**config.mk**
```make
export PLATFORM = sky130hd
export DESIGN_NAME = updown_timer_ctrl
export DESIGN_NICKNAME = d
export VERILOG_FILES = /design/src/rtl/timer_pkg.sv /design/src/rtl/mmss_bcd_counter.sv /design/src/rtl/updown_timer_ctrl.sv
export SDC_FILE = /design/constraint.sdc
export NUM_CORES = 1
export LEC_CHECK = 0
export ABC_CLOCK_PERIOD_IN_PS = 4850
export CAP_MARGIN = 15
export CORE_MARGIN = 1
export CORE_UTILIZATION = 45
export DETAILED_ROUTE_END_ITERATION = 6
export GPL_TIMING_DRIVEN = 1
export PLACE_DENSITY = 0.66
export SLEW_MARGIN = 40
export SYNTH_ARGS = -nofsm -noshare
export SYNTH_HDL_FRONTEND = slang
export SYNTH_HIERARCHICAL = 1
export SYNTH_SLANG_ARGS = --single-unit
```
**constraint.sdc**
```tcl
create_clock -name clk -period 4.85 [get_ports clk]
set_input_delay 0.485 -clock clk [delete_from_list [all_inputs] [get_ports clk]]
set_output_delay 0.485 -clock clk [all_outputs]
set_load 0.02 [all_outputs]
```
**src/rtl/timer_pkg.sv**
```systemverilog
// Shared types, BCD digit limits and the preset validity check for the MM:SS timer.
package timer_pkg;

    typedef enum logic [1:0] {
        IDLE    = 2'd0,
        RUN     = 2'd1,
        PAUSE   = 2'd2,
        EXPIRED = 2'd3
    } state_e;

    localparam logic [3:0] SEC_TENS_MAX = 4'd5;
    localparam logic [3:0] DIGIT_MAX    = 4'd9;

    // A preset is usable only if it is proper BCD and within the minute limit.
    function automatic logic bcd_valid(input logic [15:0] value, input int max_min);
        logic digits_ok;
        int   minutes;
        digits_ok = (value[15:12] <= DIGIT_MAX) && (value[11:8] <= DIGIT_MAX) &&
                    (value[7:4] <= SEC_TENS_MAX) && (value[3:0] <= DIGIT_MAX);
        minutes   = int'(value[15:12]) * 10 + int'(value[11:8]);
        return digits_ok && (minutes <= max_min);
    endfunction

endpackage

```
**src/rtl/mmss_bcd_counter.sv**
```systemverilog
// Four-digit MM:SS BCD count register with clear/load/increment/decrement.
module mmss_bcd_counter
    import timer_pkg::*;
#(
    parameter int MAX_MIN = 99
) (
    input  logic        clk,
    input  logic        reset,
    input  logic        clear,
    input  logic        load,
    input  logic [15:0] load_value,
    input  logic        inc,
    input  logic        dec,
    output logic [15:0] count,
    output logic        at_zero,
    output logic        at_max
);

    localparam logic [3:0] MAX_TENS = 4'(MAX_MIN / 10);
    localparam logic [3:0] MAX_ONES = 4'(MAX_MIN % 10);

    logic [15:0] count_q;
    logic [15:0] count_d;

    function automatic logic [15:0] bcd_inc(input logic [15:0] v);
        logic [15:0] r;
        r = v;
        if (v[3:0] < DIGIT_MAX) begin
            r[3:0] = v[3:0] + 4'd1;
        end else begin
            r[3:0] = 4'd0;
            if (v[7:4] < SEC_TENS_MAX) begin
                r[7:4] = v[7:4] + 4'd1;
            end else begin
                r[7:4] = 4'd0;
                if (v[11:8] < DIGIT_MAX) begin
                    r[11:8] = v[11:8] + 4'd1;
                end else begin
                    r[11:8]  = 4'd0;
                    r[15:12] = v[15:12] + 4'd1;
                end
            end
        end
        return r;
    endfunction

    function automatic logic [15:0] bcd_dec(input logic [15:0] v);
        logic [15:0] r;
        r = v;
        if (v[3:0] != 4'd0) begin
            r[3:0] = v[3:0] - 4'd1;
        end else begin
            r[3:0] = DIGIT_MAX;
            if (v[7:4] != 4'd0) begin
                r[7:4] = v[7:4] - 4'd1;
            end else begin
                r[7:4] = SEC_TENS_MAX;
                if (v[11:8] != 4'd0) begin
                    r[11:8] = v[11:8] - 4'd1;
                end else begin
                    r[11:8]  = DIGIT_MAX;
                    r[15:12] = v[15:12] - 4'd1;
                end
            end
        end
        return r;
    endfunction

    assign at_zero = (count_q == 16'h0000);
    assign at_max  = (count_q[15:12] == MAX_TENS) && (count_q[11:8] == MAX_ONES) &&
                     (count_q[7:0] == 8'h59);
    assign count   = count_q;

    // Next count; the limits are saturating so the register never wraps.
    always_comb begin
        count_d = count_q;
        if (clear) begin
            count_d = 16'h0000;
        end else if (load) begin
            count_d = load_value;
        end else if (inc && !at_max) begin
            count_d = bcd_inc(count_q);
        end else if (dec && !at_zero) begin
            count_d = bcd_dec(count_q);
        end else begin
            count_d = count_q;
        end
    end

    // Count register.
    always_ff @(posedge clk) begin
        if (reset) begin
            count_q <= 16'h0000;
        end else begin
            count_q <= count_d;
        end
    end

endmodule

```
**src/rtl/updown_timer_ctrl.sv**
```systemverilog
// MM:SS up/down timer controller: run/pause FSM, seconds prescaler, preset load.
// Optional input conditioning is enabled with `define BUTTON_DEBOUNCE_EN.
module updown_timer_ctrl
    import timer_pkg::*;
#(
    parameter int TICK_DIV = 12000000,
    parameter int MAX_MIN  = 99
) (
    input  logic        clk,
    input  logic        reset,
    input  logic        btn_start,
    input  logic        btn_dir,
    input  logic        btn_clear,
    input  logic        load_en,
    input  logic [15:0] load_value,
    output logic [15:0] four_hex_out,
    output logic        running,
    output logic        dir_up,
    output logic        expired,
    output logic        load_err,
    output logic        sec_tick
);

    localparam int            PW           = (TICK_DIV > 1) ? $clog2(TICK_DIV) : 1;
    localparam logic [PW-1:0] PRESC_RELOAD = PW'(TICK_DIV - 1);

    logic start_p, dir_p, clear_p;

`ifdef BUTTON_DEBOUNCE_EN
    localparam int DEBOUNCE_CYC = (TICK_DIV / 1000 < 2) ? 2 : TICK_DIV / 1000;
    localparam int DW           = $clog2(DEBOUNCE_CYC + 1);

    logic [2:0]    sync1_q, sync2_q, level_q, pulse_q;
    logic [DW-1:0] db_cnt_q [3];

    // Two-flop sync, then accept a new level only after it has held steady.
    always_ff @(posedge clk) begin
        if (reset) begin
            sync1_q <= 3'b000;
            sync2_q <= 3'b000;
            level_q <= 3'b000;
            pulse_q <= 3'b000;
            for (int i = 0; i < 3; i++) begin
                db_cnt_q[i] <= '0;
            end
        end else begin
            sync1_q <= {btn_clear, btn_dir, btn_start};
            sync2_q <= sync1_q;
            for (int i = 0; i < 3; i++) begin
                if (sync2_q[i] == level_q[i]) begin
                    db_cnt_q[i] <= '0;
                    pulse_q[i]  <= 1'b0;
                end else if (db_cnt_q[i] == DW'(DEBOUNCE_CYC - 1)) begin
                    db_cnt_q[i] <= '0;
                    level_q[i]  <= sync2_q[i];
                    pulse_q[i]  <= sync2_q[i];
                end else begin
                    db_cnt_q[i] <= db_cnt_q[i] + DW'(1);
                    pulse_q[i]  <= 1'b0;
                end
            end
        end
    end

    assign start_p = pulse_q[0];
    assign dir_p   = pulse_q[1];
    assign clear_p = pulse_q[2];
`else
    assign start_p = btn_start;
    assign dir_p   = btn_dir;
    assign clear_p = btn_clear;
`endif

    state_e        state_q, state_d;
    logic [PW-1:0] presc_q, presc_d;
    logic          dir_q, dir_d;
    logic          tick_q, tick_d;
    logic          load_err_q, load_err_d;
    logic          running_q, running_d;
    logic          expired_q, expired_d;
    logic          load_ok;
    logic          cnt_clear, cnt_load, cnt_inc, cnt_dec;
    logic [15:0]   cnt_value;
    logic          cnt_at_zero, cnt_at_max;

    mmss_bcd_counter #(
        .MAX_MIN (MAX_MIN)
    ) u_counter (
        .clk        (clk),
        .reset      (reset),
        .clear      (cnt_clear),
        .load       (cnt_load),
        .load_value (load_value),
        .inc        (cnt_inc),
        .dec        (cnt_dec),
        .count      (cnt_value),
        .at_zero    (cnt_at_zero),
        .at_max     (cnt_at_max)
    );

    // State, prescaler and registered outputs.
    always_ff @(posedge clk) begin
        if (reset) begin
            state_q    <= IDLE;
            presc_q    <= PRESC_RELOAD;
            dir_q      <= 1'b1;
            tick_q     <= 1'b0;
            load_err_q <= 1'b0;
            running_q  <= 1'b0;
            expired_q  <= 1'b0;
        end else begin
            state_q    <= state_d;
            presc_q    <= presc_d;
            dir_q      <= dir_d;
            tick_q     <= tick_d;
            load_err_q <= load_err_d;
            running_q  <= running_d;
            expired_q  <= expired_d;
        end
    end

    // Next state: clear > load > start > tick; direction toggles independently.
    always_comb begin
        state_d    = state_q;
        presc_d    = presc_q;
        tick_d     = 1'b0;
        load_err_d = 1'b0;
        cnt_clear  = 1'b0;
        cnt_load   = 1'b0;
        cnt_inc    = 1'b0;
        cnt_dec    = 1'b0;
        dir_d      = dir_p ? ~dir_q : dir_q;
        load_ok    = bcd_valid(load_value, MAX_MIN) && (state_q != RUN);

        if (clear_p) begin
            state_d   = IDLE;
            presc_d   = PRESC_RELOAD;
            cnt_clear = 1'b1;
        end else if (load_en && load_ok) begin
            cnt_load = 1'b1;
            state_d  = (state_q == EXPIRED) ? IDLE : state_q;
        end else begin
            load_err_d = load_en;
            if (start_p) begin
                case (state_q)
                    IDLE, PAUSE: begin
                        // Counting down from zero has nothing to do but expire.
                        if (!dir_q && cnt_at_zero) begin
                            state_d = EXPIRED;
                        end else begin
                            state_d = RUN;
                            presc_d = (state_q == IDLE) ? PRESC_RELOAD : presc_q;
                        end
                    end
                    RUN:     state_d = PAUSE;
                    EXPIRED: state_d = EXPIRED;
                    default: state_d = IDLE;
                endcase
            end else if (state_q == RUN) begin
                if (presc_q == '0) begin
                    presc_d = PRESC_RELOAD;
                    tick_d  = 1'b1;
                end else begin
                    presc_d = presc_q - PW'(1);
                end
                if (tick_q) begin
                    if (dir_q) begin
                        if (cnt_at_max) begin
                            state_d = EXPIRED;
                        end else begin
                            cnt_inc = 1'b1;
                        end
                    end else begin
                        if (cnt_at_zero) begin
                            state_d = EXPIRED;
                        end else begin
                            cnt_dec = 1'b1;
                            state_d = (cnt_value == 16'h0001) ? EXPIRED : RUN;
                        end
                    end
                end else begin
                    state_d = RUN;
                end
            end else begin
                state_d = state_q;
            end
        end
    end

    // Status flags follow the state being entered so they register with it.
    always_comb begin
        running_d = 1'b0;
        expired_d = 1'b0;
        case (state_d)
            RUN:     running_d = 1'b1;
            EXPIRED: expired_d = 1'b1;
            default: begin
                running_d = 1'b0;
                expired_d = 1'b0;
            end
        endcase
    end

    assign four_hex_out = cnt_value;
    assign running      = running_q;
    assign dir_up       = dir_q;
    assign expired      = expired_q;
    assign load_err     = load_err_q;
    assign sec_tick     = tick_q;

endmodule

```
==> qor.csv, run 1 <==
metric;value;unit
status;completed;
design.die.area;9145;µm²
clock_tree.buffer_depth;2;
r2r_setup_slack;1.57;ns
cts-hold-fix-buffers;0;
synth-edff-count;0;
dr.first_iter.drc_count;237;
worst_ep_arrival_time;4.31;ns
row_count;33;
netSwitchingPower;241.2;µW
leakage;0.001567;µW
crit_path_max_fanout;11;
critPathLaunchType;input pin;
worstHoldPathType;reg -> reg;
synth_cell_types;84;
place_hpwl;8598;µm
endpoint_kind;flop;
synthesis_to_finish_area_growth;16.14;%
worst_pin_slew;0.7333;ns
finalSetupViolations;0;
drc_errors;0;
gr-total-overflow;0;
skew;0.01335;ns
detail_route_antenna_nets;0;
synth_nets;547;
power_share_of_the_combinational_group;16.4;%
clock_sinks;47;
slew_viol_final;0;
ys_ff_latch;47;
yosysSeqAreaShare;23.85;%
holdPathStages;2;
power.share.clock;39.5;%
post-cts-setup-buffer-count;0;
wire_per_inst;18.29;µm
min_period_over_period;84.80;%
intPower;653.9;µW
insertedDiodeCount;0;
timing.slew.headroom;50.67;%
fin_setup_tns;0;ns
cts-buffers-inserted;5;
cts.htree.levels;2;
reg2regPathDepth;14;
grt_pass1_vias;3757;
post_layout_net_count;581;
cp_cell_sequence;clkdlybuf4s50_1 -> ha_1 -> ha_1 -> inv_1 -> fa_1 -> and2b_1 -> o21ai_0 -> or4_4 -> a31oi_2 -> nand2_1 -> nor2_2 -> buf_4 -> mux2_2 -> o31ai_1 -> a311oi_1;
insertion_delay;0.32;ns
grt_max_degree;24;
postCtsResizedCells;0;
post_route_cells_drive_above_1_share;9.311;%
synth_flop_cell;sky130_fd_sc_hd__dfxtp_1;
ys_warn_count;6;
power.sequential.fraction;44.1;%
global_route_wire_length_before_repair;18970;µm
critPathMaxStageDelay;0.64;ns
timing.critical_path.slowest_stage_cell;sky130_fd_sc_hd__clkdlybuf4s50_1;
fill_cells;823;
detail_route.first_pass.iterations;5;
postSynthAreaPerCell;7.859;µm²
wirelength;11740;µm
power;895.1;µW
max-vdd-ir-drop;0.1346;mV
clk_root_buffer_cell;sky130_fd_sc_hd__clkbuf_8;
via_count;4141;
ios;43;
max_cap_violations;0;
fp.dieH;95.63;µm
worstPathRequired;5.05;ns
synth_async_sr_flop_share;0;%
path_class;in -> reg;
core-area;8341;µm²
initial_utilization;47.30;%
post_synth_inst_count;502;
finish.utilization;54.94;%
grt_util_all_layers;26.68;%
numPortBuffers;42;
place.gp.congestion;0.8939;
grt_antenna_before_repair;0;
power.switching_fraction;26.95;%
route.detailed.vias_per_inst;6.450;
clk_transition_reported_paths;0.10;ns
rsz0062_at_grt;no;
cp_common_cell;sky130_fd_sc_hd__ha_1;
die_w;95.63;µm
power.density;195.4;nW/µm²
syn_area;3945;µm²
finalHoldViolCount;0;
fmaxAchievable;0.2431;GHz
final.min_clock_period;4.113;ns
clock_tree_from_tritoncts;built;
[critical path: cells and delay by family]
kind	cells	cell delay [ns]
AO/OA/AOI/OAI	4	0.56
adder cells (fa/ha/maj)	3	0.93
AND/OR/NAND/NOR	4	1.06
multiplexers	1	0.36
buffers and inverters	3	0.92
[power groups by stage]
stage	sequential (µW)	combinational, µW	clock, µW
global placement	404	144	0
CTS	395	147	357
finish	395	147	353
detailed placement	404	146	0
floorplan	405	88.4	0
global route	396	161	370
[worst paths after layout]
check,from,to
worst max-delay path,load_value[15],u_counter/count[6]
worst min-delay path,presc_q[22],presc_q[22]
worst max register to register,u_counter/count[3],u_counter/count[15]
worst min register to register,presc_q[22],presc_q[22]
[synth_stat cells (4+ instances only)]
library cell / instances / area share, %
sky130_fd_sc_hd__dfxtp_1: 47 / 24
sky130_fd_sc_hd__nor2_1: 40 / 3.8
sky130_fd_sc_hd__nand3_1: 33 / 4.2
sky130_fd_sc_hd__o21ai_0: 31 / 3.9
sky130_fd_sc_hd__a21oi_1: 26 / 3.3
sky130_fd_sc_hd__inv_1: 26 / 2.5
sky130_fd_sc_hd__nand2_1: 25 / 2.4
sky130_fd_sc_hd__ha_1: 20 / 6.3
sky130_fd_sc_hd__nor3_1: 18 / 2.3
sky130_fd_sc_hd__clkbuf_1: 16 / 1.5
sky130_fd_sc_hd__nor4_1: 15 / 2.4
sky130_fd_sc_hd__nand2b_1: 13 / 2.1
sky130_fd_sc_hd__o31ai_1: 12 / 2.3
sky130_fd_sc_hd__nand4_1: 9 / 1.4
sky130_fd_sc_hd__or3_1: 9 / 1.4
sky130_fd_sc_hd__a31oi_1: 7 / 1.1
sky130_fd_sc_hd__o211ai_1: 7 / 1.3
sky130_fd_sc_hd__and3_1: 6 / 0.95
sky130_fd_sc_hd__nor3b_1: 6 / 1.1
sky130_fd_sc_hd__a21o_1: 5 / 0.95
sky130_fd_sc_hd__o221ai_1: 5 / 1.1
sky130_fd_sc_hd__a211o_1: 4 / 0.89
sky130_fd_sc_hd__a211oi_1: 4 / 0.76
sky130_fd_sc_hd__a22oi_1: 4 / 0.76
sky130_fd_sc_hd__nand3b_1: 4 / 0.76
sky130_fd_sc_hd__nor2b_1: 4 / 0.63
sky130_fd_sc_hd__o22ai_1: 4 / 0.63
sky130_fd_sc_hd__or4_1: 4 / 0.76
[cells in the final DEF, fill, tap and decap left out, drive strengths merged, types with 4 or more instances in the layout]
| cell | instances |
|---|---|
| nand3 | 33 |
| nor3 | 20 |
| nor2 | 41 |
| a31oi | 8 |
| o22ai | 4 |
| buf | 9 |
| inv | 27 |
| and3 | 6 |
| a211oi | 4 |
| nor3b | 7 |
| a21oi | 28 |
| clkbuf | 6 |
| nor2b | 4 |
| or3 | 10 |
| o211ai | 7 |
| a211o | 4 |
| nor4 | 16 |
| dfxtp | 47 |
| a21o | 6 |
| ha | 20 |
| clkdlybuf4s50 | 42 |
| o32ai | 4 |
| nand2b | 13 |
| nand2 | 26 |
| or4 | 7 |
| nand3b | 4 |
| o31ai | 12 |
| or2 | 4 |
| o21ai | 35 |
| nand4 | 9 |
| o221ai | 5 |
| a22oi | 4 |
| a31o | 4 |
[per-stage QoR]
stage / instance area, µm² / std cells / hold slack [ns] / setup WS [ns]
2_1_floorplan: 3945 / 502 / 0.4733 / 1.173
6_report: 4582 / 642 / 0.5130 / 0.7372
3_3_place_gp: 4449 / 634 / 0.4947 / 0.5462
4_1_cts: 4582 / 642 / 0.5142 / 0.7529
5_1_grt: 4582 / 642 / 0.5550 / 0.3930
3_5_place_dp: 4449 / 634 / 0.4989 / 0.4359
[logic make-up after synthesis]
group / Yosys count / share of synthesized area [%]
buf+inv: 51 / 5.550
fa+ha+maj: 23 / 7.866
compound gates: 159 / 29.40
mux: 3 / 0.8246
xor+xnor: 4 / 0.8882
simple gates: 215 / 31.62
flops: 47 / 23.85
[layer usage]
layer / vias up / part of all wire, % / global-route usage (%)
li1: 2006 / - / -
met1: 1971 / 43 / 33.11
met2: 133 / 49 / 46.31
met3: 31 / 4.8 / 3.987
met4: 0 / 2.7 / 10.07
met5: - / 0 / 0
[state kept, by name, indices dropped and copies added, names as in the netlist]
signal           count
sec_tick             1
dir_up               1
state_q              2
expired              1
presc_q             24
u_counter/count     16
load_err             1
running              1
[final cells by class]
class | instances | area, µm² | share of cell area [%]
tap | 105 | 131.4 | 2.867
clock buffer | 6 | 72.57 | 1.584
inverter | 27 | 101.3 | 2.212
sequential | 47 | 940.9 | 20.54
timing repair buffer | 51 | 488.0 | 10.65
clock inverter | 2 | 60.06 | 1.311
multi-input combinational | 404 | 2788 | 60.84
Power figures use the tool's default switching activity.
==> run 2: changes to the inputs <==
--- a/config.mk
+++ b/config.mk
@@ -5,7 +5,7 @@
 export SDC_FILE = /design/constraint.sdc
 export NUM_CORES = 1
 export LEC_CHECK = 0
-export ABC_CLOCK_PERIOD_IN_PS = 4850
+export ABC_CLOCK_PERIOD_IN_PS = 4000
 export CAP_MARGIN = 15
 export CORE_MARGIN = 1
 export CORE_UTILIZATION = 45
==> constraint.sdc (replaced) <==
create_clock -name clk -period 4 [get_ports clk]
set_input_delay 0.4 -clock clk [delete_from_list [all_inputs] [get_ports clk]]
set_output_delay 0.4 -clock clk [all_outputs]
set_load 0.02 [all_outputs]
==> run 2 against run 1 <==
Effect of this change: global-route usage is 0.27 points lower; via count grew 0.80%; register-to-register slack worse by 0.81 ns; setup slack lost 0.41 ns; final cell count increased by 1.7%; flip-flop and latch count is the same; clock skew down 0.0025 ns; critical path type unchanged; clock-buffer cell count increased by 1; wire length hardly changed; combinational power is 27% higher; first-iteration DRC count down 40%.
==> qor.csv, run 2 (synthesis gave the netlist of run 1 again) <==
metric;value;unit
status;completed;
clock_sinks;47;
skew;0.01082;ns
grt_util_all_layers;26.41;%
cts-buffers-inserted;5;
cts.htree.levels;2;
finalSetupViolations;0;
route.detailed.vias_per_inst;6.392;
via_count;4174;
globalRoute.busiestLayer;met2;
dr.first_iter.drc_count;143;
numPortBuffers;42;
die_w;95.63;µm
worstPathRequired;4.18;ns
drc_errors;0;
top_register;presc_q;
final_common_cell;sky130_fd_sc_hd__dfxtp_1;
grt_max_degree;24;
ios;43;
power.density;207.1;nW/µm²
fill_cells;824;
layout.cells.most_common_list;47 x sky130_fd_sc_hd__dfxtp_1, 42 x sky130_fd_sc_hd__clkdlybuf4s50_1, 39 x sky130_fd_sc_hd__nor2_1;
rsz0062_at_grt;no;
grt_pass1_vias;3923;
dp_cells;645;
grt_use_met1;31.96;%
clk_root_buffer_cell;sky130_fd_sc_hd__clkbuf_8;
place_hpwl;8774;µm
post_route_cells_drive_above_1_share;11.13;%
insertion_delay;0.30;ns
postCtsResizedCells;0;
finalHoldViolCount;0;
crit_path_max_fanout;7;
clock_tree.buffer_depth;2;
global_route.usage.met3;3.110;%
design.die.area;9145;µm²
wire_per_inst;17.98;µm
row_count;33;
detail_route_antenna_nets;0;
cts-hold-fix-buffers;0;
instances_no_fill;653;
min_period_over_period;91.75;%
leakage;0.001595;µW
fp.dieH;95.63;µm
fmaxAchievable;0.2725;GHz
path_class;in -> reg;
global_route_wire_length_before_repair;18960;µm
post_layout_net_count;592;
synthesis_to_finish_area_growth;17.06;%
max-vdd-ir-drop;0.2141;mV
max_cap_violations;0;
grt_antenna_before_repair;0;
largest_reg_flops;24;
clock_tree_from_tritoncts;built;
post-cts-setup-buffer-count;0;
core-area;8341;µm²
clk_transition_reported_paths;0.08;ns
holdWs;0.5339;ns
timing.slew.headroom;47.13;%
final.min_clock_period;3.670;ns
slew_viol_final;0;
critPathLaunchType;input pin;
worst_ep_arrival_time;3.85;ns
detail_route.first_pass.iterations;4;
grt_use_met2;46.85;%
endpoint_kind;flop;
place.gp.congestion;0.8839;
worst_pin_slew;0.7930;ns
initial_utilization;47.30;%
gr-total-overflow;0;
insertedDiodeCount;0;
worstHoldPathType;reg -> reg;
wirelength;11740;µm
-- run 2: metrics by stage --
step | setup TNS, ns | util, % | worst slack, ns | power (µW) | area (µm²)
finish | 0 | 55.37 | 0.3300 | 956.6 | 4618
CTS | 0 | 55.37 | 0.3105 | 965.8 | 4618
global placement | 0 | 54.34 | 0.08443 | 672.0 | 4532
detailed placement | -0.004781 | 54.40 | -0.004781 | 675.9 | 4537
floorplan | 0 | - | 0.4076 | 598.3 | 3945
global route | 0 | 55.37 | 0.1279 | 1003 | 4618
-- run 2: path summary, 6_finish.rpt --
kind | start | endpoint | slack [ns] | depth (start not counted)
max | load_value[13] | u_counter/count[6] | 0.33 | 15
max reg2reg | u_counter/count[8] | presc_q[7] | 0.76 | 12
min reg2reg | presc_q[22] | presc_q[22] | 0.53 | 2
min | presc_q[22] | presc_q[22] | 0.53 | 2
-- run 2: cell type report --
class,instances,area (µm²),area share (%)
tap,105,131.4,2.845
clock buffer,7,76.32,1.653
timing repair buffer,62,570.5,12.35
multi-input combinational,404,2793,60.47
inverter,27,101.3,2.195
clock inverter,1,5.005,0.1084
sequential,47,940.9,20.37
-- run 2: layer usage --
| metal | wire length [µm] | up-vias |
|---|---|---|
| met5 | 0 | - |
| met1 | 4991 | 2002 |
| met2 | 5919 | 118 |
| li1 | - | 2025 |
| met4 | 308 | 0 |
| met3 | 522 | 29 |
-- run 2: where the power goes --
group / switching [µW] / internal, µW
Sequential: 6.70 / 472
Combinational: 110 / 76.7
Clock: 168 / 123
Total: 284 / 672
-- run 2: critical path, stage by stage --
cell and delay [ns]:
sky130_fd_sc_hd__clkdlybuf4s50_1 0.43, sky130_fd_sc_hd__ha_1 0.30, sky130_fd_sc_hd__ha_1 0.21, sky130_fd_sc_hd__inv_1 0.07, sky130_fd_sc_hd__fa_1 0.42, sky130_fd_sc_hd__and2b_1 0.23
sky130_fd_sc_hd__o21ai_0 0.13, sky130_fd_sc_hd__or4_4 0.47, sky130_fd_sc_hd__a31oi_2 0.21, sky130_fd_sc_hd__nand2_1 0.11, sky130_fd_sc_hd__nor2_2 0.16, sky130_fd_sc_hd__buf_4 0.18
sky130_fd_sc_hd__mux2_2 0.34, sky130_fd_sc_hd__o31ai_1 0.07, sky130_fd_sc_hd__a311oi_1 0.11
==> run 3: changes to the inputs <==
--- a/config.mk
+++ b/config.mk
@@ -5,7 +5,6 @@
 export SDC_FILE = /design/constraint.sdc
 export NUM_CORES = 1
 export LEC_CHECK = 0
-export ABC_CLOCK_PERIOD_IN_PS = 4000
 export CAP_MARGIN = 15
 export CORE_MARGIN = 1
 export CORE_UTILIZATION = 45
==> results of run 3 <==
Same layout as run 2: the final DEF is identical, and so are final timing and power.
